[src/rtl/usb_pkg.sv]
// Shared types and constants for the full-speed USB receive path.
// Line-state encoding, receiver states and framing limits.
`timescale 1ns/1ps
package usb_pkg;

   typedef enum logic [1:0] {
      IDLE,
      HUNT,
      ACTIVE,
      ABORT
   } state_t;

   typedef enum logic [1:0] {
      LS_K   = 2'b00,
      LS_J   = 2'b01,
      LS_SE0 = 2'b10
   } line_t;

   localparam logic [2:0] STUFF_LIMIT    = 3'd6;
   localparam int         USB_RST_DEF    = 120;
   localparam int         SYNC_ZEROS_DEF = 5;

   // SE0 dominates whatever D+ happens to read.
   function automatic line_t line_state(
      input logic se0,
      input logic j
   );
      if (se0) return LS_SE0;
      return j ? LS_J : LS_K;
   endfunction

endpackage

[src/rtl/usb_rx_dpll.sv]
// Bit-clock recovery for the 12 Mb/s line oversampled at 48 MHz.
// Synchronizes the line, realigns phase on edges, strobes mid-bit.
`timescale 1ns/1ps
module usb_rx_dpll
   import usb_pkg::*;
(
   input  logic clk48,
   input  logic rst,
   input  logic rx_j,
   input  logic rx_se0,
   input  logic tx_en,
   output logic stb,
   output logic sj,
   output logic sse0,
   output logic se0_lvl
);

   logic       j1, j2;
   logic       s1, s2;
   line_t      ls_cur;
   line_t      ls_q;
   logic [1:0] phase;

   assign ls_cur = line_state(s2, j2);

   // Two-flop synchronizers; idle line reads as J out of reset.
   always_ff @(posedge clk48 or posedge rst) begin
      if (rst) begin
         j1 <= 1'b1;
         j2 <= 1'b1;
         s1 <= 1'b0;
         s2 <= 1'b0;
      end else begin
         j1 <= rx_j;
         j2 <= j1;
         s1 <= rx_se0;
         s2 <= s1;
      end
   end

   // Phase restarts on any line-state change, else free-runs mod 4.
   always_ff @(posedge clk48 or posedge rst) begin
      if (rst) begin
         ls_q  <= LS_J;
         phase <= 2'd0;
      end else begin
         ls_q  <= ls_cur;
         phase <= (ls_cur != ls_q) ? 2'd0 : phase + 2'd1;
      end
   end

   assign stb     = (phase == 2'd2) && !tx_en;
   assign sj      = (ls_q == LS_J);
   assign sse0    = (ls_q == LS_SE0);
   assign se0_lvl = s2;

endmodule

[src/rtl/usb_line_receiver.sv]
// Full-speed USB receiver: SYNC hunt, NRZI decode, unstuffing,
// byte assembly, EOP/error framing and bus-reset detection.
`timescale 1ns/1ps
module usb_line_receiver
   import usb_pkg::*;
#(
   parameter int USB_RST_CYCLES = USB_RST_DEF,
   parameter int SYNC_MIN_ZEROS = SYNC_ZEROS_DEF
) (
   input  logic       clk48,
   input  logic       rst,
   input  logic       rx_j,
   input  logic       rx_se0,
   input  logic       tx_en,
   output logic [7:0] rx_data,
   output logic       rx_valid,
   output logic       rx_active,
   output logic       rx_eop,
   output logic       rx_error,
   output logic       usb_rst
);

   localparam int            RW   = $clog2(USB_RST_CYCLES + 1);
   localparam logic [RW-1:0] RMAX = RW'(USB_RST_CYCLES);
   localparam logic [RW-1:0] RPRE = RW'(USB_RST_CYCLES - 1);
   localparam logic [2:0]    SMZ  = 3'(SYNC_MIN_ZEROS);

   logic          stb;
   logic          sj;
   logic          sse0;
   logic          se0_lvl;
   state_t        state;
   logic          prev_j;
   logic          dbit;
   logic [2:0]    zcnt;
   logic [2:0]    ones;
   logic [2:0]    bitcnt;
   logic [2:0]    jcnt;
   logic [7:0]    shreg;
   logic          seen_se0;
   logic          eop_pend;
   logic [RW-1:0] se0_cnt;

   usb_rx_dpll u_dpll (
      .clk48   (clk48),
      .rst     (rst),
      .rx_j    (rx_j),
      .rx_se0  (rx_se0),
      .tx_en   (tx_en),
      .stb     (stb),
      .sj      (sj),
      .sse0    (sse0),
      .se0_lvl (se0_lvl)
   );

   assign dbit = (sj == prev_j);

   // Packet framing state machine, advanced on each sample strobe.
   always_ff @(posedge clk48 or posedge rst) begin
      if (rst) begin
         state     <= IDLE;
         prev_j    <= 1'b1;
         zcnt      <= '0;
         ones      <= '0;
         bitcnt    <= '0;
         jcnt      <= '0;
         shreg     <= '0;
         seen_se0  <= 1'b0;
         eop_pend  <= 1'b0;
         rx_data   <= '0;
         rx_valid  <= 1'b0;
         rx_active <= 1'b0;
         rx_eop    <= 1'b0;
         rx_error  <= 1'b0;
      end else begin
         rx_valid <= 1'b0;
         rx_eop   <= 1'b0;
         rx_error <= 1'b0;
         if (tx_en) begin
            state     <= IDLE;
            prev_j    <= 1'b1;
            rx_active <= 1'b0;
            seen_se0  <= 1'b0;
            eop_pend  <= 1'b0;
         end else if (stb) begin
            if (!sse0) prev_j <= sj;
            unique case (state)
               IDLE: begin
                  if (!sse0 && !sj) begin
                     state <= HUNT;
                     zcnt  <= 3'd1;
                  end
               end
               HUNT: begin
                  if (sse0) begin
                     state <= IDLE;
                  end else if (!dbit) begin
                     if (zcnt != 3'd7) zcnt <= zcnt + 3'd1;
                  end else if (zcnt >= SMZ) begin
                     state     <= ACTIVE;
                     rx_active <= 1'b1;
                     ones      <= 3'd1;
                     bitcnt    <= '0;
                  end else begin
                     state <= IDLE;
                  end
               end
               ACTIVE: begin
                  if (sse0) begin
                     state     <= ABORT;
                     rx_active <= 1'b0;
                     seen_se0  <= 1'b1;
                     jcnt      <= '0;
                     eop_pend  <= (bitcnt == 3'd0);
                     rx_error  <= (bitcnt != 3'd0);
                  end else if (ones == STUFF_LIMIT) begin
                     if (!dbit) begin
                        ones <= '0;
                     end else begin
                        state     <= ABORT;
                        rx_active <= 1'b0;
                        rx_error  <= 1'b1;
                        seen_se0  <= 1'b0;
                        eop_pend  <= 1'b0;
                        jcnt      <= '0;
                     end
                  end else begin
                     shreg  <= {dbit, shreg[7:1]};
                     ones   <= dbit ? ones + 3'd1 : 3'd0;
                     bitcnt <= bitcnt + 3'd1;
                     if (bitcnt == 3'd7) begin
                        rx_data  <= {dbit, shreg[7:1]};
                        rx_valid <= 1'b1;
                     end
                  end
               end
               ABORT: begin
                  if (sse0) begin
                     seen_se0 <= 1'b1;
                     jcnt     <= '0;
                  end else if (sj) begin
                     if (seen_se0 || jcnt == 3'd7) begin
                        state    <= IDLE;
                        rx_eop   <= eop_pend;
                        eop_pend <= 1'b0;
                        seen_se0 <= 1'b0;
                     end else begin
                        jcnt <= jcnt + 3'd1;
                     end
                  end else begin
                     jcnt     <= '0;
                     seen_se0 <= 1'b0;
                     eop_pend <= 1'b0;
                  end
               end
            endcase
         end
      end
   end

   // Bus reset: saturating run length of synchronized SE0 clocks.
   always_ff @(posedge clk48 or posedge rst) begin
      if (rst) begin
         se0_cnt <= '0;
         usb_rst <= 1'b0;
      end else if (!se0_lvl) begin
         se0_cnt <= '0;
         usb_rst <= 1'b0;
      end else begin
         if (se0_cnt != RMAX) se0_cnt <= se0_cnt + 1'b1;
         usb_rst <= (se0_cnt == RMAX) || (se0_cnt == RPRE);
      end
   end

endmodule

[config.mk]
export PLATFORM = sky130hd
export DESIGN_NAME = usb_line_receiver
export DESIGN_NICKNAME = d
export VERILOG_FILES = /design/src/rtl/usb_pkg.sv /design/src/rtl/usb_rx_dpll.sv /design/src/rtl/usb_line_receiver.sv
export SDC_FILE = /design/constraint.sdc
export NUM_CORES = 1
export LEC_CHECK = 0
export ABC_AREA = 1
export CELL_PAD_IN_SITES_DETAIL_PLACEMENT = 1
export CELL_PAD_IN_SITES_GLOBAL_PLACEMENT = 1
export CORE_UTILIZATION = 40
export CTS_CLUSTER_DIAMETER = 50
export DETAILED_ROUTE_END_ITERATION = 8
export PLACE_DENSITY_LB_ADDON = 0.1
export SETUP_SLACK_MARGIN = 0.1
export SYNTH_ARGS = -nofsm -noshare
export SYNTH_HDL_FRONTEND = slang
export SYNTH_SLANG_ARGS = --single-unit
[constraint.sdc]
create_clock -name clk48 -period 1.68 [get_ports clk48]
set_input_delay 0.336 -clock clk48 [delete_from_list [all_inputs] [get_ports clk48]]
set_output_delay 0.336 -clock clk48 [all_outputs]
set_load 0.02 [all_outputs]
Word level (Yosys, flattened, before mapping). Cells that the tools add are included.

Add/sub/neg operators: 6. Magnitude comparators: 1. Equal/unequal tests: 41. Muxes and demuxes: 89. Bitwise gates (word level): 3. Reduce and logical (&&, ||, !) cells: 27.

Operator list (number): $mux W3 (22); $mux W1 (42); $ne A3 B3 Y1 const B (11); $mux W2 (15); $pmux W3 S2 (4); $reduce_and A8 Y1 (3); $ne A2 B2 Y1 const B (10); $ne A4 B4 Y1 const B (5); $reduce_and A6 Y1 (3); $eq A7 B7 Y1 const B (2); $mux W7 (2); $reduce_and A7 Y1 (2); $add A3 B1 Y3 const B (4); $reduce_and A5 Y1 (2); $eq A3 B3 Y1 const B (3); $reduce_bool A3 Y1 (3); $eq A2 B2 Y1 const B (4); $pmux W2 S4 (1); $reduce_bool A2 Y1 (4); $add A7 B1 Y7 const B (1); $ne A7 B7 Y1 const B (1); $pmux W1 S2 (3); $ne A5 B5 Y1 const B (1); $eq A2 B1 Y1 const B (2); other kinds (11) (17).

Bits in registers: 53. Bits of input ports: 5. Output and inout port bits: 13. Logic and storage cells: 189.

Logic depth before layout (Yosys ltp). Gate-level depths: netlist of run 1.

Depth in word-level cells: 8. Gate-level depth with buffers: 12. Gate-level depth less buffers: 12.

Hierarchy. A second synthesis of run 1 with hierarchy kept.

Cell total of the unflattened synthesis: 331. Area, all modules: 2707.6 um^2.

Modules (own cells, without submodules): usb_line_receiver (times used 1, cells an instance 303, area an instance 2412.3 um^2, sequential area each 1102.3 um^2); usb_rx_dpll (times used 1, cells an instance 28, area an instance 295.3 um^2, sequential area each 203.9 um^2).

Least setup slack after synthesis of run 1. OpenSTA, ideal clock, no wires.

Kind: register to register. From: register u_dpll.ls_q[0]. To: register jcnt[0]. Setup time: 0.083 ns. Data arrival time: 1.577 ns. Required time: 1.597 ns. Slack: 0.021 ns. Cell stages (with the launch flop): 10. Buffers on the path: 1. Clock period less this slack: 1.659 ns. Cell sequence: dfstp_2 -> inv_1 -> ha_1 -> buf_2 -> inv_1 -> nand2_1 -> inv_1 -> nand2_1 -> or2_2 -> o21ai_0.

Longest elaborated chain between the ends: 4. Elaborated cells on any way between the ends: 11. Classes of those cells: eq/ne (6); mux (4); reduce/logical (1).

RTL lines: start, declared (line usb_rx_dpll.sv:21) `line_t ls_q;`; start signal, assigned (line usb_rx_dpll.sv:47) `ls_q <= ls_cur;`; $eq A2 B1 Y1 (line usb_rx_dpll.sv:53) `assign sj = (ls_q == LS_J);`; $eq A1 B1 Y1 / $mux W3 (equally long branches) (line usb_line_receiver.sv:56, usb_line_receiver.sv:141); $ne A3 B3 Y1 (no source line) / $mux W3 (equally long branches); $reduce_and A6 Y1 (no source line) / $pmux W3 S2 (equally long branches); end signal, assigned (line usb_line_receiver.sv:148) `jcnt <= jcnt + 3'd1;`; end, declared (line usb_line_receiver.sv:38) `logic [2:0] jcnt;`.

Parallel ways exist; a longest one is shown, timed or not. A chain may end at the register's enable or synchronous reset.

Worst setup path in the final report of run 1.
From: register u_dpll.ls_q[0]. To: register ones[0].

Longest elaborated chain between the ends: 6. Elaborated cells on any way between the ends: 12. Classes of those cells: eq/ne (7); mux (4); reduce/logical (1).

RTL lines: $eq A2 B1 Y1 (line usb_rx_dpll.sv:53); $eq A1 B1 Y1 (line usb_line_receiver.sv:56) `assign dbit = (sj == prev_j);`; $mux W3 (line usb_line_receiver.sv:129) `ones <= dbit ? ones + 3'd1 : 3'd0;`; $mux W3 (line usb_line_receiver.sv:116) `end else if (ones == STUFF_LIMIT) begin`; $mux W3 (line usb_line_receiver.sv:109) `if (sse0) begin`; $pmux W3 S2 (line usb_line_receiver.sv:87) `unique case (state)`; end signal, assigned (line usb_line_receiver.sv:129); end, declared (line usb_line_receiver.sv:36) `logic [2:0] ones;`.

Parallel ways exist; a longest one is shown, timed or not. The select of a mux whose other input is x is not followed.

==> flow_summary.toml, run 1 <==
[finish]
fill_cells = 761
synthToLayoutAreaGrowth_pct = 37.5
fin_area_um2 = 3690
nNetsFinal = 405
drive_gt1_share_pct = 35.5
diodes = 0
final_cell_mix = "nand2_1 (72), dfrtp_1 (47), inv_1 (32)"
mostFrequentLayoutCell = "nand2_1"

[pwr]
p_clk_share_pct = 28.8
power_frac_seq_pct = 46.4
p_leak_nw = 1.88
internal_power_w = 0.00209
combPwrFrac_pct = 24.8
sw_frac_of_total_pct = 31.9
p_switching_w = 0.000982
vdd_drop_max_mv = 0.550
power_density_nw_per_um2 = 833

[critical_path]
cp_top_family = "simple AND/OR/NAND/NOR gates"
criticalPathCategory = "flop to flop"
arrival_ns = 1.91
critPathCaptureType = "flop"
cp.required_ns = 1.93
critical_path.n_buffers_inverters = 1
critical_path.startpoint = "u_dpll.ls_q[0]"
worstReg2RegStart = "u_dpll.ls_q[0]"
reg2reg_slack_ns = 0.02
worstPathMaxFanout = 7
startpoint_type = "flop"
critPathSlowestCell = "dfstp_2"
path_cells = "inv_2 > ha_4 > nand3_2 > nand2_2 > nor2_4 > nand2_4 > nor2_4 > nand2_1 > nand2_1"
cp_slowest_stage_delay_ns = 0.58

[route]
wl_um = 6910
drtPass1Iterations = 8
wl_per_cell_um = 14.9
drt-initial-drc-count = 87
drc = 4
postRouteAntennaNets = 0
vias_per_cell = 4.96
via_count = 2297

[clocking]
htree_levels = 2
clk_latency_ns = 0.31
cts_tree = "yes"
clk_pin_slew_ns = 0.10
ctsHoldBuffers = 0
cts-root-buf = "clkbuf_8"
cts_buffers = 5
cts.sinks = 52
clockBufferDepth = 2

[synthesis]
syn_nets = 349
synth.distinct_cells = 28
ys_seq_area_share_pct = 48.7
ys_ff_latch = 52
synthFlopType = "dfrtp_1"
synthArstFlopShare_pct = 100
netlist_area_um2 = 2680
avgSynthCellArea_um2 = 8.16
synth_edf_count = 0
ys_warn_count = 0
syn_inst = 329

[timing]
worst_pin_slew_ns = 0.275
worst_slack_ns = 0.0173
skew_ns = 0.0104
finalCritPeriodShare_pct = 99.0
timing.fmax_ghz = 0.601
min_period_ns = 1.66
slew_headroom_pct = 81.7
setup_viol = 0
final_max_slew_viol_count = 0
holdWs_ns = 0.361
finalHoldViolCount = 0
rsz0062_at_grt = "yes"

[worst_hold_path]
hp-class = "flop to flop"
hp-start = "u_dpll.j1"

[placement]
dp_hpwl_um = 4500
gp_congestion = 0.792
dpl_cell_area_um2 = 3160
io_buffer_count = 17
pre_cts_ws_ns = -0.167

[global_route]
grt_use_total_pct = 19.8
grt_pass1_wl_um = 11100
grt_max_degree = 53
grt-ovfl-total = 0
grt_pass1_vias = 2366
antenna_found_initial = 0

[floorplanning]
die_area_um2 = 7040
start_util_pct = 41.8
core_area_um2 = 6420
die_x_um = 83.9
die_h_um = 83.9
num_rows = 29
ios = 18

[run]
max-cap-violations = 0

[run_status]
status = "finished, violations left"
failed_checks = "DRC"
[per-layer routing]
metal | GRT usage [%] | routed length [um] | vias to the layer above
met1 | 26.5 | 3230 | 1116
met3 | 3.56 | 126 | 8
met4 | 5.64 | 114 | 0
li1 | - | - | 1149
met2 | 32.9 | 3440 | 24
met5 | 0 | 0 | -
[repair_timing]
item                                    CTS  global route
pin swaps                                13            34
gates cloned                              0             1
buffers inserted                          3             5
hold endpoints to repair                  0             0
gates resized for setup                  42            85
endpoints found under the setup margin   45            33
[cell usage after synthesis (2+ instances only)]
library cell / instances / area [um2]
nor2_4: 2 / 22.5
o21ai_0: 24 / 120
inv_2: 2 / 7.51
inv_1: 40 / 150
nand2_1: 105 / 394
a21oi_1: 4 / 20.0
buf_6: 2 / 22.5
xnor2_1: 2 / 17.5
buf_2: 2 / 10.0
nor3_1: 8 / 40.0
ha_1: 15 / 188
o21ai_2: 6 / 52.6
xor2_1: 2 / 17.5
nor2_1: 29 / 109
or2_2: 2 / 12.5
dfrtp_1: 48 / 1200
dfstp_2: 4 / 105
nand3_1: 22 / 110
[worst reg2reg max path: cells and delay by family, from the launching register on]
kind | cells | cell delay, ns
buffers and inverters | 1 | 0.06
adder cells (fa/ha/maj) | 1 | 0.21
flip-flops | 1 | 0.58
AND/OR/NAND/NOR | 7 | 0.74
[kinds of logic after synthesis]
family | count (synthesis) | share of synthesized area, %
simple gates | 174 | 27.6
fa+ha+maj | 15 | 6.99
buf+inv | 47 | 7.37
xor+xnor | 4 | 1.31
compound gates | 37 | 8.02
flops | 52 | 48.7
[per-stage QoR]
step	utilization (%)	std cells	setup TNS, ns	power [W]
4_1_cts	52.4	457	0	0.00298
6_report	57.5	463	0	0.00308
3_5_place_dp	49.2	446	-3.85	0.00204
3_3_place_gp	49.2	446	-2.23	0.00200
5_1_grt	57.5	463	-0.200	0.00325
2_1_floorplan	-	329	0	0.00178
[state kept, by name (all words and copies together), names as in the netlist, 2 cells and up]
| name | flops |
|---|---|
| se0_cnt | 7 |
| rx_data | 8 |
| zcnt | 3 |
| u_dpll.ls_q | 2 |
| shreg | 7 |
| ones | 3 |
| u_dpll.phase | 2 |
| jcnt | 3 |
| state | 2 |
| bitcnt | 3 |
[power groups by stage]
stage               clock, W  sequential (W)  combinational (W)
global placement           0         0.00144           0.000561
floorplan                  0         0.00144           0.000345
CTS                 0.000918         0.00142           0.000642
finish              0.000886         0.00143           0.000764
global route        0.000963         0.00144           0.000853
detailed placement         0         0.00144           0.000594
[final timing paths]
path	endpoint	cells after the start
worst max-delay path	ones[0]	9
worst min-delay path	u_dpll.j2	0
worst max register to register	ones[0]	9
worst min register to register	u_dpll.j2	0
max in group asynchronous	prev_j	3
min in group asynchronous	ones[0]	3
[layout make-up]
| type | instances | area [um2] | area share (%) |
|---|---|---|---|
| clock buffer | 6 | 72.6 | 1.97 |
| clock inverter | 2 | 38.8 | 1.05 |
| inverter | 42 | 166 | 4.51 |
| multi-input combinational | 230 | 1510 | 40.9 |
| sequential | 52 | 1310 | 35.4 |
| tap | 77 | 96.3 | 2.61 |
| timing repair buffer | 54 | 498 | 13.5 |
(Power assumes the default switching activity.)
==> inputs of run 2 (changes only) <==
--- a/config.mk
+++ b/config.mk
@@ -11,7 +11,7 @@
 export CORE_UTILIZATION = 40
 export CTS_CLUSTER_DIAMETER = 50
 export DETAILED_ROUTE_END_ITERATION = 8
-export PLACE_DENSITY_LB_ADDON = 0.1
+export PLACE_DENSITY = 0.77
 export SETUP_SLACK_MARGIN = 0.1
 export SYNTH_ARGS = -nofsm -noshare
 export SYNTH_HDL_FRONTEND = slang
==> flow_summary.toml, run 2 (synthesized netlist as in run 1, its figures left out) <==
[pwr]
power_density_nw_per_um2 = 797
finalPower_w = 0.00283
p_leak_nw = 1.87
vdd_drop_max_mv = 0.358

[timing]
slew_headroom_pct = 77.0
min_period_ns = 1.66
worst_pin_slew_ns = 0.345
finalHoldViolCount = 0
rsz0062_at_grt = "yes"
timing.fmax_ghz = 0.604
skew_ns = 0.00149
holdWs_ns = 0.342
setup_viol = 0
final_max_slew_viol_count = 0
finalCritPeriodShare_pct = 98.6

[global_route]
antenna_found_initial = 0
grt_pass1_vias = 2377
grt_max_degree = 30
grt-ovfl-total = 0
grt_use_total_pct = 19.7
grt_pass1_wl_um = 11000

[critical_path]
r2r_cells = 11
arrival_ns = 1.91
r2r_end = "bitcnt[2]"
worstReg2RegStart = "ones[1]"
startpoint_type = "flop"
critPathCaptureType = "flop"
critical_path.startpoint = "ones[1]"
criticalPathCategory = "flop to flop"
worstPathMaxFanout = 7
reg2reg_slack_ns = 0.02
cp.required_ns = 1.93

[floorplanning]
die_area_um2 = 7040
core_area_um2 = 6420
num_rows = 29
die_x_um = 83.9
die_h_um = 83.9
ios = 18
start_util_pct = 41.8

[finish]
final_cell_mix = "nand2_1 (83), dfrtp_1 (46), inv_1 (35)"
layout.area.seq_um2 = 1310
synthToLayoutAreaGrowth_pct = 32.3
diodes = 0
regMostFlops = "rx_data"
nNetsFinal = 402
top_regs = "rx_data (8), se0_cnt (7), shreg (7)"
largest_reg_flops = 8
mostFrequentLayoutCell = "nand2_1"
multi_input_area_um2 = 1440
fill_cells = 768
drive_gt1_share_pct = 30.0

[route]
via_count = 2315
drt-initial-drc-count = 66
drtPass1Iterations = 6
wl_per_cell_um = 14.7
vias_per_cell = 5.03
drc = 2
postRouteAntennaNets = 0
wl_um = 6780

[worst_hold_path]
hp-class = "primary input to async pin"

[clocking]
clockBufferDepth = 2
htree_levels = 2
cts.sinks = 52
clk_latency_ns = 0.30
ctsHoldBuffers = 0
clk_pin_slew_ns = 0.10
cts-root-buf = "clkbuf_8"
cts_buffers = 5
cts_tree = "yes"

[run_status]
failed_checks = "DRC"
status = "finished, violations left"

[run]
max-cap-violations = 0

[placement]
dp_hpwl_um = 4400
gp_congestion = 0.841
io_buffer_count = 17
-- run 2: cell count changes in the layout (fill, tap and decap cells not counted), moves of 4 or more --
cell,delta
buf_4,-4
nand2_1,+11
nand2_2,-12
nand3_1,+5
-- run 2: how the worst max path moves through the flow --
stage / to / cells after the start
4_1_cts: state[1] / 10
3_3_place_gp: rx_data[3] / 8
6_report: bitcnt[2] / 11
5_1_grt: state[1] / 9
3_5_place_dp: rx_data[0] / 8
2_1_floorplan: jcnt[0] / 9
-- run 2: final cells by class --
type / count / area share (%)
multi-input combinational: 231 / 40.5
sequential: 52 / 36.9
timing repair buffer: 50 / 12.8
inverter: 42 / 4.69
tap: 77 / 2.71
clock buffer: 6 / 2.04
clock inverter: 2 / 0.458
-- run 2: per-stage QoR --
| step | std cells | cell area (um2) | util [%] | setup slack (ns) | setup TNS [ns] |
|---|---|---|---|---|---|
| 2_1_floorplan | 329 | 2690 | - | 0.0924 | 0 |
| 3_3_place_gp | 438 | 3100 | 48.3 | -0.158 | -2.65 |
| 3_5_place_dp | 438 | 3100 | 48.3 | -0.211 | -3.89 |
| 4_1_cts | 453 | 3330 | 51.8 | 0.0345 | 0 |
| 5_1_grt | 460 | 3550 | 55.3 | -0.0908 | -1.12 |
| 6_report | 460 | 3550 | 55.3 | 0.0233 | 0 |
-- run 2: repair_timing --
item | 4_1_cts | 5_1_grt
endpoints found under the setup margin | 46 | 35
endpoints found under the hold margin | 0 | 0
gates resized for setup | 52 | 53
cloned | 1 | 0
setup buffers | 6 | 7
pin swaps | 4 | 11
-- run 2: routing by layer --
| layer | routed length (um) | vias up | part of all wire (%) | track usage [%] |
|---|---|---|---|---|
| met3 | 191 | 8 | 2.8 | 3.07 |
| met2 | 3530 | 33 | 52 | 34.4 |
| li1 | - | 1147 | - | - |
| met4 | 100 | 0 | 1.5 | 6.27 |
| met1 | 2960 | 1127 | 44 | 25.0 |
| met5 | 0 | - | 0 | 0 |
-- run 2: worst max-delay path, stage by stage, from the launching register on --
cell     delay, ns
dfrtp_1       0.41
ha_2          0.21
nand2_4       0.07
inv_4         0.04
nor2_4        0.11
inv_2         0.07
nor3_4        0.19
buf_4         0.14
buf_6         0.12
buf_12        0.12
nand2_1       0.05
nand2_1       0.06
-- run 2: power by group --
part           internal, W  switching (W)  total (W)
Sequential         0.00134      0.0000945    0.00144
Combinational     0.000251       0.000405   0.000656
Clock             0.000298       0.000437   0.000735
